File: src/rtl/trigger_queue_data_inf_c.sv
// -----------------------------------------------------------------------------
// trigger_queue_data_inf_c
//
// Multi-channel trigger-to-stream converter. Each channel captures its data
// word on a trigger strobe into a one-deep pending slot. A round-robin arbiter
// moves pending words, one per cycle, into a shared show-ahead FIFO. The FIFO
// head is presented as a valid/ready stream tagged with the source channel.
// Triggers that hit an occupied, non-granted slot are counted as overflows.
//
// Ports:
//   clock       clock
//   rst_n       asynchronous active-low reset
//   trigger     per-channel capture strobe (bit i = channel i)
//   data        channel i word at [i*DSIZE +: DSIZE], sampled on trigger[i]
//   out_valid   FIFO head valid
//   out_ready   consumer accept
//   out_data    FIFO head data
//   out_chan    source channel of the head word
//   fifo_count  FIFO occupancy
//   overflow    sticky per-channel pending-slot overflow flags
//   drop_cnt    saturating count of dropped/overwritten words
//   clr_stat    pulse: clears overflow and drop_cnt
// -----------------------------------------------------------------------------
module trigger_queue_data_inf_c #(
    parameter int DSIZE    = 32,
    parameter int NCH      = 4,
    parameter int DEPTH    = 8,
    parameter int OVW_MODE = 0,
    localparam int CW      = (NCH > 1) ? $clog2(NCH) : 1,
    localparam int AW      = $clog2(DEPTH),
    localparam int CNTW    = $clog2(DEPTH + 1)
) (
    input  logic                 clock,
    input  logic                 rst_n,
    input  logic [NCH-1:0]       trigger,
    input  logic [NCH*DSIZE-1:0] data,
    output logic                 out_valid,
    input  logic                 out_ready,
    output logic [DSIZE-1:0]     out_data,
    output logic [CW-1:0]        out_chan,
    output logic [CNTW-1:0]      fifo_count,
    output logic [NCH-1:0]       overflow,
    output logic [15:0]          drop_cnt,
    input  logic                 clr_stat
);

    localparam int EW = CW + DSIZE;

    // Number of overflow events in one cycle (at most NCH <= 16).
    function automatic logic [4:0] popcnt(input logic [NCH-1:0] v);
        logic [4:0] s;
        s = 5'd0;
        for (int i = 0; i < NCH; i++) begin
            s = s + {4'd0, v[i]};
        end
        return s;
    endfunction

    // Pending slots
    logic [NCH-1:0]   pend_vld_q, pend_vld_d;
    logic [DSIZE-1:0] pend_data_q [NCH];
    logic [DSIZE-1:0] pend_data_d [NCH];

    // Arbiter
    logic [CW-1:0]    rr_q, rr_d;
    logic [CW-1:0]    scan_idx_s;
    logic             grant_vld_s;
    logic [CW-1:0]    grant_idx_s;
    logic [NCH-1:0]   grant_oh_s;
    logic             room_s;

    // FIFO
    logic [EW-1:0]    mem_q [DEPTH];
    logic [AW-1:0]    wr_q, rd_q;
    logic [CNTW-1:0]  cnt_q, cnt_d;
    logic             pop_s;

    // Statistics
    logic [NCH-1:0]   ev_s;
    logic [NCH-1:0]   ovf_q, ovf_d;
    logic [15:0]      drop_q, drop_d;
    logic [15:0]      drop_base_s;
    logic [16:0]      drop_sum_s;

    // Output view of the FIFO head and status registers.
    always_comb begin
        out_valid  = (cnt_q != {CNTW{1'b0}});
        out_data   = mem_q[rd_q][DSIZE-1:0];
        out_chan   = mem_q[rd_q][EW-1:DSIZE];
        fifo_count = cnt_q;
        overflow   = ovf_q;
        drop_cnt   = drop_q;
    end

    // Round-robin arbiter. A full FIFO may still accept a word when the head
    // is popped in the same cycle, which is the only out_ready -> grant path.
    always_comb begin
        pop_s       = out_valid & out_ready;
        room_s      = (cnt_q < CNTW'(DEPTH)) | pop_s;
        grant_vld_s = 1'b0;
        grant_idx_s = {CW{1'b0}};
        scan_idx_s  = {CW{1'b0}};
        grant_oh_s  = {NCH{1'b0}};
        if (room_s) begin
            // Scan from farthest to nearest so the nearest requester wins.
            for (int k = NCH - 1; k >= 0; k--) begin
                scan_idx_s = CW'((int'(rr_q) + k) % NCH);
                if (pend_vld_q[scan_idx_s]) begin
                    grant_vld_s = 1'b1;
                    grant_idx_s = scan_idx_s;
                end else begin
                    grant_vld_s = grant_vld_s;
                end
            end
        end else begin
            grant_vld_s = 1'b0;
        end
        for (int i = 0; i < NCH; i++) begin
            grant_oh_s[i] = grant_vld_s & (grant_idx_s == CW'(i));
        end
        if (grant_vld_s) begin
            rr_d = CW'((int'(grant_idx_s) + 1) % NCH);
        end else begin
            rr_d = rr_q;
        end
    end

    // Pending-slot next state and overflow event detection.
    always_comb begin
        for (int i = 0; i < NCH; i++) begin
            pend_vld_d[i]  = pend_vld_q[i];
            pend_data_d[i] = pend_data_q[i];
            ev_s[i]        = 1'b0;
            if (trigger[i]) begin
                if (pend_vld_q[i] && !grant_oh_s[i]) begin
                    // Occupied slot that is not draining this cycle.
                    ev_s[i] = 1'b1;
                    if (OVW_MODE != 0) begin
                        pend_data_d[i] = data[i*DSIZE +: DSIZE];
                    end else begin
                        pend_data_d[i] = pend_data_q[i];
                    end
                end else begin
                    pend_vld_d[i]  = 1'b1;
                    pend_data_d[i] = data[i*DSIZE +: DSIZE];
                end
            end else if (grant_oh_s[i]) begin
                pend_vld_d[i] = 1'b0;
            end else begin
                pend_vld_d[i] = pend_vld_q[i];
            end
        end
    end

    // Statistics next state: the clear is applied first, then this cycle's events.
    always_comb begin
        if (clr_stat) begin
            ovf_d       = ev_s;
            drop_base_s = 16'd0;
        end else begin
            ovf_d       = ovf_q | ev_s;
            drop_base_s = drop_q;
        end
        drop_sum_s = {1'b0, drop_base_s} + {12'd0, popcnt(ev_s)};
        if (drop_sum_s[16]) begin
            drop_d = 16'hFFFF;
        end else begin
            drop_d = drop_sum_s[15:0];
        end
    end

    // FIFO occupancy next state.
    always_comb begin
        case ({grant_vld_s, pop_s})
            2'b10:   cnt_d = cnt_q + CNTW'(1);
            2'b01:   cnt_d = cnt_q - CNTW'(1);
            default: cnt_d = cnt_q;
        endcase
    end

    // Pending slots, arbiter pointer and statistics registers.
    always_ff @(posedge clock or negedge rst_n) begin
        if (!rst_n) begin
            pend_vld_q <= {NCH{1'b0}};
            for (int i = 0; i < NCH; i++) begin
                pend_data_q[i] <= {DSIZE{1'b0}};
            end
            rr_q   <= {CW{1'b0}};
            ovf_q  <= {NCH{1'b0}};
            drop_q <= 16'd0;
        end else begin
            pend_vld_q <= pend_vld_d;
            for (int i = 0; i < NCH; i++) begin
                pend_data_q[i] <= pend_data_d[i];
            end
            rr_q   <= rr_d;
            ovf_q  <= ovf_d;
            drop_q <= drop_d;
        end
    end

    // FIFO storage and pointers; storage is cleared so the head never shows X.
    always_ff @(posedge clock or negedge rst_n) begin
        if (!rst_n) begin
            for (int j = 0; j < DEPTH; j++) begin
                mem_q[j] <= {EW{1'b0}};
            end
            wr_q  <= {AW{1'b0}};
            rd_q  <= {AW{1'b0}};
            cnt_q <= {CNTW{1'b0}};
        end else begin
            if (grant_vld_s) begin
                mem_q[wr_q] <= {grant_idx_s, pend_data_q[grant_idx_s]};
                wr_q        <= wr_q + AW'(1);
            end
            if (pop_s) begin
                rd_q <= rd_q + AW'(1);
            end
            cnt_q <= cnt_d;
        end
    end

endmodule

File: config.mk
export PLATFORM = sky130hd
export DESIGN_NAME = trigger_queue_data_inf_c
export DESIGN_NICKNAME = d
export VERILOG_FILES = /design/src/rtl/trigger_queue_data_inf_c.sv
export SDC_FILE = /design/constraint.sdc
export NUM_CORES = 1
export LEC_CHECK = 0
export ABC_AREA = 1
export CAP_MARGIN = 20
export CORE_MARGIN = 2
export CORE_UTILIZATION = 46
export DETAILED_ROUTE_END_ITERATION = 16
export PLACE_DENSITY = 0.66
export SYNTH_ARGS = -nofsm -noshare
export SYNTH_HDL_FRONTEND = slang
export SYNTH_SLANG_ARGS = --single-unit
File: constraint.sdc
create_clock -name clock -period 6.2 [get_ports clock]
set_input_delay 1.24 -clock clock [delete_from_list [all_inputs] [get_ports clock]]
set_output_delay 1.24 -clock clock [all_outputs]
set_load 0.01 [all_outputs]
==> out/metrics.cfg <==
[routing]
detailroute.via_count=19800
drc=0
wire_per_inst_um=19.9
initialDrtViolationCount=1904
wl_um=68200
post_drt_via_cell_ratio=5.76
drtPass1Iterations=8
detail-route-antenna-nets=0

[worst_setup_path]
critical_path_peak_fanout=20
crit_slowest_cell=sky130_fd_sc_hd__fa_1
reg2reg_depth=26
crit_path_from=out_ready
worst_setup_ep=drop_cnt[6]
worst_setup_path_start_kind=primary input
crit_type=in2reg
crit_chain=clkdlybuf4s50_1, nand2_1, nand2_2, nand3_2, inv_1, ha_1, inv_1, o21ai_4, inv_1, nand2_1, fa_1, fa_1, inv_1, fa_1, nand2_1, nor2_1, nand3_1, nor3_2, nand3_1, inv_1, nand4_2, o211ai_1
worst_path_arrival_time_ns=5.77
rr_startpoint=rr_q[0]
ff2ff_setup_slack_ns=1.20
critPathMaxStageDelay_ns=0.46
critical_path.most_common_cell=sky130_fd_sc_hd__inv_1
required_ns=6.67
endpoint_kind=flip-flop
r2r_end=drop_cnt[6]

[cts]
clk_pin_slew_ns=0.06
cts_tree=yes
tritoncts.num_buffers=47
postCtsResizedCells=0
clkSinkCount=436
cts.root.buffer_cell=sky130_fd_sc_hd__clkbuf_16
postCtsSetupRepairBufs=0
clock_tree.htree_level_count=2
cts_hold_buffers_added=0
clk-insertion-delay-late_ns=0.57
clk_path_buf_depth=3

[synth]
syn-instance-count=2697
synth.largest_area_cell=sky130_fd_sc_hd__dfrtp_1
ys_seq_area_share_pct=51.5
avg_cell_area_syn_um2=7.86
mappedNetlistNets=2847
ys_ff_latch=436
post_synth_main_area_contributors=sky130_fd_sc_hd__dfrtp_1 51%, sky130_fd_sc_hd__nand2_1 17%, sky130_fd_sc_hd__nand3_1 10%
synthesis.area_um2=21200
yosys_warnings=0
fraction_of_post_synthesis_cell_area_in_the_top_cell_type_by_area_pct=51.5
synth_cell_types=33

[power_and_ir_drop]
finalPower_w=0.0166
leakagePower_nw=12.4
peakVddDrop_v=0.000600
power-per-cell-area_nw_per_um2=666

[final_layout]
area_growth_syn_to_fin_pct=17.6
final.fill_count=4241
register_area_um2=10900
final_area_um2=24900
multi_input_area_um2=9270
drive_gt1_share_pct=6.39
nets=2951
insertedDiodeCount=0

[die]
num_rows=78
floorplan.die.height_um=219
design.die.area_um2=47800
io_pins=195
die_width_um=219
start_util_pct=46.7
placeableCoreArea_um2=45400

[grt]
groute.usage.overall_pct=28.9
antenna_found_initial=1
grt_pass1_vias=19400
grt_start_max_net_pins=115
globalRouteOverflowTotal=0
grt_first_pass_wirelength_um=108000

[placement]
gp_routability_congestion=0.861
postPlaceCellArea_um2=23400
detailedPlacementHpwl_um=41500
numPortBuffers=194

[sta]
slew_viol_final=0
maximum_clock_skew_at_final_layout_ns=0.0103
report.final.setup_viol=0
rsz_0062_raised_after_global_routing=false
final-hold-violation-count=0
tightest_slew_ns=1.05
slew_headroom_pct=29.7
finalCriticalPeriod_ns=5.30
max_freq_mhz=189
final.hold.worst_slack_ns=0.470
final_period_utilization_pct=85.5
tns_ns=0

[job]
max_cap_viol_count=0

[hold_path]
holdCritPathClass=reg2reg

[outcome]
status=completed

==> power breakdown <==
group          internal [W]  switching [W]  total (W)
Sequential          0.00412       0.000757    0.00488
Clock               0.00163        0.00114    0.00277
Combinational       0.00261        0.00634    0.00895
Total               0.00836        0.00824     0.0166
==> worst min-delay path by stage <==
stage                          start               end  cells after the start
finish               pend_data_q[34]   pend_data_q[34]                      2
CTS                  pend_data_q[40]   pend_data_q[40]                      2
global route         pend_data_q[65]   pend_data_q[65]                      2
floorplan           pend_data_q[100]  pend_data_q[100]                      2
global placement     pend_data_q[54]   pend_data_q[54]                      2
detailed placement   pend_data_q[87]   pend_data_q[87]                      2
==> worst max-delay path, delay by kind of cell <==
family                     cells  cell delay [ns]
AOI/OAI and AO/OA              2             0.39
buffers and inverters          6             1.02
adders and majority gates      4             1.26
and+or+nand+nor               10             1.85
==> metal layers <==
metal  global-route usage [%]  wire length [um]
met2                     44.5             30600
met3                     6.12              6570
met5                        0                10
met1                     41.5             29600
met4                     7.71              1340
==> per-stage QoR <==
step	worst slack, ns	cells	util [%]
finish	0.901	3434	54.9
global route	0.432	3434	54.9
CTS	0.882	3434	54.9
detailed placement	0.358	3352	51.7
global placement	0.555	3352	51.7
floorplan	1.13	2697	-
==> placed cells by master, fill, tap and decap left out, drive strengths merged <==
cell,instances
a211oi,1
a21oi,5
o22ai,34
fa,4
dfrtp,436
nor2,268
nor3,3
xnor2,2
or2,2
ha,10
o21ai,163
clkbuf,74
inv,54
bufinv,3
o211ai,3
nand3,468
clkinv,13
buf,41
xor2,9
nand2,946
a31oi,34
clkdlybuf4s50,193
nand4,68
==> final cells by class <==
class | count | share of cell area, %
inverter | 62 | 0.949
clock buffer | 74 | 5.50
tap | 600 | 3.01
clock inverter | 8 | 0.462
timing repair buffer | 234 | 9.11
sequential | 436 | 43.8
multi-input combinational | 2020 | 37.2
==> cell families (layout without fill, tap and decap cells) <==
family                   after synthesis  in the layout  synth area share, %
AND/OR/NAND/NOR                     1755           1755                 35.9
XOR/XNOR                              11             11                0.455
buffers and inverters                241            378                 4.86
AO/OA/AOI/OAI                        240            240                 6.33
adder cells (fa/ha/maj)               14             14                0.968
flip-flops                           436            436                 51.5
==> sequential cells by signal, indices dropped and copies added (netlist names) <==
register / count
drop_cnt: 16
rd_q: 3
mem_q: 272
wr_q: 3
pend_vld_q: 4
fifo_count: 4
overflow: 4
rr_q: 2
pend_data_q: 128
==> synthesized netlist by cell type, drive strengths merged <==
library cell  number
o21ai            163
clkinv            10
a31oi             34
or2                2
ha                10
buf               82
nor2             268
inv               52
xnor2              2
nor3               3
o211ai             3
nand4             68
a211oi             1
o22ai             34
a21oi              5
dfrtp            436
fa                 4
nand2            946
xor2               9
clkbuf            97
nand3            468
(Power assumes the default switching activity.)
